**src/rtl/pipeline_hazard_ctrl.sv**
```systemverilog
// Hazard/sequencing controller: EX/MEM/WB scoreboard, forwarding selects, load-use stall, redirect flush, freeze.
// Optional performance counters (stall_cnt, flush_cnt) are built when HAZARD_PERF_CNT_EN is defined.
module pipeline_hazard_ctrl (
    input  logic        clk,
    input  logic        rst,
    input  logic        valid_dec,
    input  logic [4:0]  rs1_dec,
    input  logic [4:0]  rs2_dec,
    input  logic [4:0]  rd_dec,
    input  logic        rf_wb_dec,
    input  logic        mem_load_dec,
    input  logic        redirect_ex,
    input  logic        mem_busy,
    output logic [3:0]  RAW_hazards,
    output logic [1:0]  RAW_mem_wb_hazards,
    output logic        we_valid,
    output logic        stall_if,
    output logic        stall_dec,
    output logic        bubble_ex,
    output logic        flush_dec,
    output logic        freeze
`ifdef HAZARD_PERF_CNT_EN
    ,
    output logic [31:0] stall_cnt,
    output logic [31:0] flush_cnt
`endif
);

    typedef struct packed {
        logic       v;
        logic [4:0] rd;
        logic       we;
        logic       ld;
    } sb_entry_t;

    localparam int EX  = 0;
    localparam int MEM = 1;
    localparam int WB  = 2;

    sb_entry_t sb_reg [3];
    sb_entry_t ex_next;

    // hit[stage][src]: src 0 = rs1, src 1 = rs2
    logic [1:0] hit [3];
    logic [1:0] fwd_ex;
    logic [1:0] fwd_mem;
    logic [1:0] ld_wb;
    logic [1:0] ld_use;
    logic       load_stall;
    logic       bubble_int;

    genvar gi;
    generate
        for (gi = 0; gi < 3; gi++) begin : g_stage
            logic live;
            assign live = sb_reg[gi].v & sb_reg[gi].we & (sb_reg[gi].rd != 5'd0);
            assign hit[gi][0] = live & (sb_reg[gi].rd == rs1_dec);
            assign hit[gi][1] = live & (sb_reg[gi].rd == rs2_dec);
        end
        // Youngest producer wins: an older stage only flags when no younger stage matches.
        for (gi = 0; gi < 2; gi++) begin : g_src
            assign fwd_ex[gi]  = hit[EX][gi] & ~sb_reg[EX].ld;
            assign fwd_mem[gi] = hit[MEM][gi] & ~sb_reg[MEM].ld & ~hit[EX][gi];
            assign ld_wb[gi]   = hit[WB][gi] & sb_reg[WB].ld & ~hit[EX][gi] & ~hit[MEM][gi];
            assign ld_use[gi]  = (hit[EX][gi] & sb_reg[EX].ld) | (hit[MEM][gi] & sb_reg[MEM].ld);
        end
    endgenerate

    assign load_stall = valid_dec & (|ld_use);
    assign bubble_int = redirect_ex | load_stall;

    always_comb begin
        ex_next    = '0;
        ex_next.v  = valid_dec & ~bubble_int;
        ex_next.rd = rd_dec;
        ex_next.we = rf_wb_dec;
        ex_next.ld = mem_load_dec;
    end

    always_ff @(posedge clk) begin
        if (!rst) begin
            for (int i = 0; i < 3; i++) begin
                sb_reg[i] <= '0;
            end
        end else if (!mem_busy) begin
            sb_reg[WB]  <= sb_reg[MEM];
            sb_reg[MEM] <= sb_reg[EX];
            sb_reg[EX]  <= ex_next;
        end
    end

    // Priority freeze > redirect > load stall; everything is held low during reset.
    always_comb begin
        RAW_hazards        = 4'b0000;
        RAW_mem_wb_hazards = 2'b00;
        we_valid           = 1'b0;
        stall_if           = 1'b0;
        stall_dec          = 1'b0;
        bubble_ex          = 1'b0;
        flush_dec          = 1'b0;
        freeze             = 1'b0;
        if (rst) begin
            RAW_hazards        = {fwd_ex[0], fwd_ex[1], fwd_mem[0], fwd_mem[1]};
            RAW_mem_wb_hazards = {ld_wb[0], ld_wb[1]};
            we_valid           = sb_reg[WB].v;
            freeze             = mem_busy;
            if (mem_busy) begin
                stall_if  = 1'b1;
                stall_dec = 1'b1;
            end else if (redirect_ex) begin
                flush_dec = 1'b1;
                bubble_ex = 1'b1;
            end else if (load_stall) begin
                stall_if  = 1'b1;
                stall_dec = 1'b1;
                bubble_ex = 1'b1;
            end
        end
    end

`ifdef HAZARD_PERF_CNT_EN
    logic [31:0] stall_cnt_reg;
    logic [31:0] flush_cnt_reg;

    always_ff @(posedge clk) begin
        if (!rst) begin
            stall_cnt_reg <= '0;
            flush_cnt_reg <= '0;
        end else if (!mem_busy) begin
            if (redirect_ex) begin
                if (flush_cnt_reg != 32'hFFFF_FFFF) flush_cnt_reg <= flush_cnt_reg + 32'd1;
            end else if (load_stall) begin
                if (stall_cnt_reg != 32'hFFFF_FFFF) stall_cnt_reg <= stall_cnt_reg + 32'd1;
            end
        end
    end

    assign stall_cnt = stall_cnt_reg;
    assign flush_cnt = flush_cnt_reg;
`endif

endmodule

```
**config.mk**
```make
export PLATFORM = sky130hd
export DESIGN_NAME = pipeline_hazard_ctrl
export DESIGN_NICKNAME = d
export VERILOG_FILES = /design/src/rtl/pipeline_hazard_ctrl.sv
export SDC_FILE = /design/constraint.sdc
export NUM_CORES = 1
export LEC_CHECK = 0
export BUFFER_PORTS_ARGS = -buffer_cell sky130_fd_sc_hd__buf_2
export CAP_MARGIN = 20
export CORE_ASPECT_RATIO = 1.2
export CORE_MARGIN = 4
export CORE_UTILIZATION = 45
export DETAILED_ROUTE_END_ITERATION = 12
export PLACE_DENSITY = 0.71
export SETUP_SLACK_MARGIN = 0.05
export SLEW_MARGIN = 5
export SYNTH_ARGS = -nofsm -noshare
export SYNTH_HDL_FRONTEND = slang
export SYNTH_SLANG_ARGS = --single-unit
```
**constraint.sdc**
```tcl
create_clock -name clk -period 6.2 [get_ports clk]
set_clock_uncertainty 0.15 [all_clocks]
set_input_delay 1.24 -clock clk [delete_from_list [all_inputs] [get_ports clk]]
set_output_delay 1.24 -clock clk [all_outputs]
set_load 0.1 [all_outputs]
```
# Word-level counts from Yosys, hierarchy flattened
# Memories as Yosys holds them, arrays and structs flattened.
# Index checks and enable logic that the tools add are counted.
[totals]
mem_count = 1
in_bits = 22
wordCells = 75
out_inout_bits = 12
ff_bits = 0
ramBits = 24
[classes]
reduce_logical = 4
n_mux = 21
bitwise = 43
n_eq_ne = 6
[mem_list]
columns = ["name", "depth", "width", "read_ports", "rd_ports_with_merged_regs", "wr", "line", "source"]
rows = [
  ["sb_reg", 3, 8, 3, 0, 3, "40", "sb_entry_t sb_reg [3];"],
]
[ops]
columns = ["op", "n"]
rows = [
  ["$and A1 B1 Y1", 30],
  ["$eq A5 B5 Y1", 6],
  ["$mux W8", 3],
  ["$mux W1", 16],
  ["$reduce_bool A5 Y1", 3],
  ["$not A1 Y1", 7],
  ["$or A1 B1 Y1", 6],
  ["$mux W4", 1],
  ["$mux W2", 1],
  ["$reduce_or A2 Y1", 1],
]

# Depth between registers and ports, before layout
# Gate-level depths: netlist of run 1.
[logic_depth]
word_depth = 11
mapped_depth = 6
depth_no_buf = 5

# Worst setup path before layout of run 1
# OpenSTA, ideal clock, no wires.
[synth_path]
path_type = "input-to-output"
startpoint = "in rs2_dec[4]"
endpoint = "out stall_if"
arrival_time_ns = 3.873
stages = 6
slack_ns = 0.937
path_buffers = 1
required_ns = 4.810
path_cell_list = "xnor2_1 -> nand3_1 -> nor3_1 -> o211ai_1 -> o211ai_1 -> buf_4"
[synth_via]
elab_chain_cells = 10
elab_cells_between_ends = 13
classes_between = "eq/ne (2); mux (4); bitwise (6); reduce/logical (1)"
[synth_rtl]
columns = ["item", "line", "source"]
rows = [
  ["from (decl)", "8", "input logic [4:0] rs2_dec,"],
  ["$eq A5 B5 Y1", "58", "assign hit[gi][1] = live & (sb_reg[gi].rd == rs2_dec);"],
  ["$and A1 B1 Y1", "58", ""],
  ["$and A1 B1 Y1", "65", "assign ld_use[gi] = (hit[EX][gi] & sb_reg[EX].ld) | (hit[MEM][gi] & sb_reg[MEM].ld);"],
  ["$or A1 B1 Y1 *", "65", ""],
  ["$reduce_or A2 Y1 *", "69", "assign load_stall = valid_dec & (|ld_use);"],
  ["$and A1 B1 Y1 *", "69", ""],
  ["$mux W1 * (4 in a row)", "--", ""],
  ["to (decl)", "17", "output logic stall_if,"],
]
# Mark *: on every way between the ends. The rest lies on a longest branch, timed or not.

# Final worst setup path of run 1
[layout_path]
startpoint = "in rs2_dec[0]"
endpoint = "out stall_dec"
[layout_via]
elab_chain_cells = 10
elab_cells_between_ends = 13
classes_between = "eq/ne (2); mux (4); bitwise (6); reduce/logical (1)"
[layout_rtl]
columns = ["item", "line", "source"]
rows = [
  ["$eq A5 B5 Y1", "58", ""],
  ["$and A1 B1 Y1", "58", ""],
  ["$and A1 B1 Y1", "65", ""],
  ["$or A1 B1 Y1 *", "65", ""],
  ["$reduce_or A2 Y1 *", "69", ""],
  ["$and A1 B1 Y1 *", "69", ""],
  ["$mux W1 *", "113", "end else if (load_stall) begin"],
  ["$mux W1 *", "110", "end else if (redirect_ex) begin"],
  ["$mux W1 *", "107", "if (mem_busy) begin"],
  ["$mux W1 *", "102", "if (rst) begin"],
  ["to (decl)", "18", "output logic stall_dec,"],
]
# Marks and branches as above.

==> results of run 1 <==
power by group:
| part | internal, uW | switching, uW |
|---|---|---|
| registers | 191 | 11.1 |
| logic | 26.3 | 39.7 |
| clock network | 23.5 | 44.4 |
worst max path at each step:
stage / startpoint / slack [ns] / end / depth (start not counted)
finish: rs2_dec[0] / 2.00 / stall_dec / 7
global route: rs2_dec[4] / 1.85 / stall_if / 7
CTS: rs2_dec[4] / 1.97 / stall_dec / 7
detailed placement: rs2_dec[4] / 1.98 / stall_dec / 7
global placement: rs2_dec[3] / 2.02 / stall_if / 7
floorplan: rs2_dec[4] / 0.94 / stall_if / 6
logic make-up after synthesis:
family	after synthesis	synth area share [%]
flip-flops	24	48.5
buffers and inverters	6	1.77
AO/OA/AOI/OAI	11	7.66
AND/OR/NAND/NOR	55	24.4
XOR/XNOR	30	17.7
routing by layer:
layer,part of all wire (%),wire [um]
met2,54,1570
met5,0,0
met4,1.2,34
met3,4.8,141
met1,40,1190
cell type report:
type / count / area (um^2) / area share [%]
clock buffer: 3 / 22.5 / 1.31
timing repair buffer: 35 / 180 / 10.5
sequential: 24 / 721 / 41.8
inverter: 3 / 11.3 / 0.654
tap: 36 / 45.0 / 2.61
multi-input combinational: 96 / 739 / 42.9
clock inverter: 1 / 3.75 / 0.218
layout by cell type (no fill, tap or decap):
master     n
and4_4     1
nor3_2     2
buf_4      2
and3_1     1
nand3b_1   1
nor3b_2    2
or3_1      2
nand4_1    2
o21ai_2    1
o311a_4    1
nand2_1    3
clkbuf_4   3
xor2_1    14
xnor2_1   16
nor2_1     1
a211oi_2   2
buf_2     33
o311a_1    1
and2_4     2
inv_1      3
or4_1      1
clkinv_1   1
edfxtp_1  24
and3b_1    3
o2111a_1   1
nor2b_1    1
nor3_1     4
o211ai_1   5
and2_1    24
nand3_1    5
per-stage QoR:
step                worst slack, ns  hold slack [ns]
floorplan                     0.937            0.375
finish                         2.00            0.427
CTS                            1.97            0.427
detailed placement             1.98            0.393
global route                   1.85            0.462
global placement               2.02            0.388
==> impl_metrics.csv, run 1 <==
group,metric,value,unit
run_status,outcome,"completed",
place,place.gp.congestion,0.911,
place,portBuffers,33,
grt,overflow,0,
grt,globalRoute.busiestLayer,"met2",
cts,cts_buffer_depth,2,
yosys,synth_top_area_cell,"edfxtp_1",
setup_path,crit_chain,"buf_2, xnor2_1, nand3_1, nor3_2, o211ai_1, o211ai_1, buf_2",
cts,clkSinkCount,24,
power,p_per_area,195,nW/um^2
yosys,synth_nets,148,
job,max-cap-violations,0,
min_path,min_path_cells,1,
finish,antenna_cells,0,
timing,relSlewSlack,67.6,%
setup_path,timing.rr.start,"sb_reg[0][14]$_SDFFCE_PN0P_",
grt,grt_pass1_wl,4.91,mm
routing,vias,1071,
cts,htree_num_levels,1,
timing,rsz0062_at_grt,"false",
yosys,async_flop_share,0,%
setup_path,reg2reg_depth,5,
cts,cts_tree,"yes",
timing,setup-tns-final,0,ns
floorplan,die-width,60.5,um
place,dp_cells,194,
yosys,seq_area_frac_synth,48.5,%
timing,fin_crit,4.20,ns
cts,root_buffer,"clkbuf_4",
finish,synthToLayoutAreaGrowth,15.9,%
yosys,yosys.area.top_type_share,48.5,%
setup_path,cp.required,4.81,ns
yosys,synth.avg_cell_area,11.8,um^2
yosys,synth_cells,126,
floorplan,die_h,71.0,um
power,power,336,uW
cts,clkLatencyLatePin,0.31,ns
grt,grt_pass1_vias,1107,
floorplan,initial_core_util,47.8,%
floorplan,core,3110,um^2
grt,antenna_found_initial,0,
cts,cts_resized,0,
grt,grtUsageMet3,1.64,%
setup_path,worst_setup_path_start_kind,"input pin",
routing,vias_per_cell,5.41,
timing,fin_crit_sh,67.8,%
timing,setup_viol,0,
floorplan,pin_count,34,
timing,tightest_slew,0.489,ns
finish,finalInstanceArea,1720,um^2
setup_path,crit_slowest_cell,"buf_2",
routing,wirelength,2.94,mm
finish,drive_gt1_share,30.2,%
min_path,hold_path_end,"sb_reg[0][9]$_SDFFCE_PN0P_",
cts,ctsHoldBuffers,0,
yosys,netlist_top_cells_count,"and2_1, edfxtp_1, xnor2_1",
yosys,synth-edff-count,24,
floorplan,rows,22,
finish,fin_cells,198,
setup_path,critPathMaxFanout,5,
timing,slew_viol_final,0,
yosys,yosysUniqueCellTypes,28,
yosys,synth_area,1490,um^2
yosys,synth_top_cells_by_area,"edfxtp_1, and2_1, xnor2_1",
power,peakVddDrop,126,uV
timing,timing.final.hold_violations,0,
grt,grt_usage,14.9,%
setup_path,r2r-end,"sb_reg[0][7]$_SDFFCE_PN0P_",
setup_path,crit_family,"buffers and inverters",
finish,largest_reg_flops,24,
setup_path,slowest_delay,0.46,ns
place,place_hpwl,2.35,mm
routing,ant_nets,0,
cts,cts_buffers,3,
min_path,hold_path_class,"reg2reg",
grt,grt_util_met2,26.4,%
yosys,synthFlopType,"edfxtp_1",
setup_path,r2r_slack,4.25,ns
yosys,ys_warn_count,0,
floorplan,die_area,4290,um^2
grt,use_met1,18.5,%
finish,nNetsFinal,185,
routing,drcViolationCount,0,
place,placed_cell_area,1700,um^2
routing,drt_iter0_markers,33,
cts,clk_pin_slew,0.13,ns
routing,wire_per_inst,14.8,um
grt,grt_max_degree,28,
setup_path,path_buf_inv,2,
min_path,min_from,"sb_reg[0][1]$_SDFFCE_PN0P_",
finish,final_core_util,55.4,%
yosys,synth-seq-cells,24,
setup_path,cp_data_arrival_time,2.81,ns
timing,fmax,0.238,GHz
routing,drt_pre_antenna_iters,4,
power,leakage,0.000721,uW
finish,fillers,275,
cts,cts_setup_buffers,0,
setup_path,critPathKind,"in2out",
setup_path,endpoint_kind,"output port",
Note: power is estimated with default switching activity, not from simulation.
==> run 2, diff against run 1 <==
- clock period: 6.2 -> 4.02 ns (I/O delays scaled with it)
==> run 2 against run 1 <==
Largest cell class unchanged. Register-to-register slack got worse by 2.2 ns. Via count down 0.19%. First-iteration DRC count rose by 70%. Global-route usage rose by 0.41 points. Sequential share of layout area fell by 1.9 points. Utilization is 2.6 points higher. Combinational power rose by 65%.
==> impl_metrics.csv, run 2 (same netlist as run 1, synthesis figures left out) <==
group,metric,value,unit
run_status,outcome,"completed",
floorplan,die_area,4290,um^2
min_path,hold_path_class,"reg2reg",
finish,antenna_cells,0,
finish,nNetsFinal,185,
floorplan,pin_count,34,
power,peakVddDrop,263,uV
floorplan,core,3110,um^2
timing,rsz0062_at_grt,"false",
setup_path,critPathMaxFanout,5,
place,place.gp.congestion,0.822,
finish,final_core_util,58.0,%
place,portBuffers,33,
grt,grt_pass1_wl,4.89,mm
timing,slew_viol_final,0,
timing,tightest_slew,0.502,ns
cts,ctsHoldBuffers,0,
cts,cts_setup_buffers,0,
setup_path,crit_family,"buffers and inverters",
setup_path,crit_slowest_cell,"nor3_2",
cts,cts_tree,"yes",
grt,grt_pass1_vias,1057,
cts,root_buffer,"clkbuf_4",
timing,fmax,0.296,GHz
cts,cts_buffer_depth,2,
routing,ant_nets,0,
timing,setup_viol,0,
floorplan,die-width,60.5,um
routing,drt_pre_antenna_iters,4,
setup_path,endpoint_kind,"output port",
finish,synthToLayoutAreaGrowth,21.4,%
finish,drive_gt1_share,34.6,%
timing,timing.final.hold_violations,0,
finish,layout_commonest_cell,"buf_2",
cts,clkSinkCount,24,
grt,grt_max_degree,28,
timing,fin_crit,3.38,ns
grt,grt_usage,15.3,%
setup_path,path_buf_inv,2,
timing,fin_crit_sh,84.0,%
setup_path,critPathKind,"in2out",
grt,overflow,0,
cts,cts_buffers,3,
routing,drt_iter0_markers,56,
power,leakage,0.000755,uW
routing,wire_per_inst,15.6,um
place,place_hpwl,2.47,mm
timing,setup-tns-final,0,ns
routing,wirelength,3.08,mm
floorplan,rows,22,
setup_path,worst_setup_path_start_kind,"input pin",
setup_path,cp.required,3.07,ns
job,max-cap-violations,0,
cts,htree_num_levels,1,
grt,antenna_found_initial,0,
routing,drcViolationCount,0,
power,p_per_area,330,nW/um^2
cts,clk_pin_slew,0.13,ns
routing,vias_per_cell,5.40,
setup_path,crit_chain,"buf_2, xnor2_1, nand3_1, nor3_2, o211ai_1, o211ai_1, buf_2",
routing,vias,1069,
setup_path,cp_data_arrival_time,2.42,ns
floorplan,die_h,71.0,um
cts,clkLatencyLatePin,0.32,ns
finish,largest_reg_flops,24,
finish,layout_common_cells,"buf_2, and2_1, edfxtp_1, xor2_1, xnor2_1",
cts,cts_resized,0,
timing,hold_ws,0.446,ns
timing,relSlewSlack,66.4,%
setup_path,slowest_delay,0.46,ns
floorplan,initial_core_util,47.8,%
[run 2: area by class of cell]
cell class / count / area (um^2)
tap: 36 / 45.0
multi-input combinational: 96 / 795
fill: 270 / 1310
timing repair buffer: 35 / 180
sequential: 24 / 721
clock inverter: 1 / 30.0
clock buffer: 3 / 22.5
inverter: 3 / 11.3
[run 2: per-stage QoR]
| step | area [um^2] | total power, uW | setup slack [ns] | std cells |
|---|---|---|---|---|
| after global placement | 1750 | 424 | 0.669 | 194 |
| after CTS | 1800 | 601 | 0.616 | 198 |
| final | 1800 | 596 | 0.643 | 198 |
| after floorplan | 1540 | 392 | -0.237 | 126 |
| after global routing | 1800 | 620 | 0.533 | 198 |
| after detailed placement | 1750 | 428 | 0.621 | 194 |
[run 2: report_power, final]
part / internal [uW] / switching (uW) / total, uW
Sequential: 295 / 18.2 / 313
Clock: 101 / 73.4 / 174
Combinational: 43.8 / 64.9 / 109
[run 2: metal layers]
metal	wire length (um)	vias up	GRT usage, %
li1	-	523	-
met1	1230	520	19.3
met2	1690	24	26.9
met3	140	2	2.19
met4	22	0	3.86
met5	0	-	0
[run 2: worst paths after layout]
path / startpoint / endpoint / slack, ns / depth (start not counted)
min reg2reg: sb_reg[0][1]$_SDFFCE_PN0P_ / sb_reg[0][9]$_SDFFCE_PN0P_ / 0.45 / 1
max reg2reg: sb_reg[0][14]$_SDFFCE_PN0P_ / sb_reg[0][7]$_SDFFCE_PN0P_ / 2.06 / 5
max: rs1_dec[0] / stall_dec / 0.64 / 7
min: sb_reg[0][1]$_SDFFCE_PN0P_ / sb_reg[0][9]$_SDFFCE_PN0P_ / 0.45 / 1
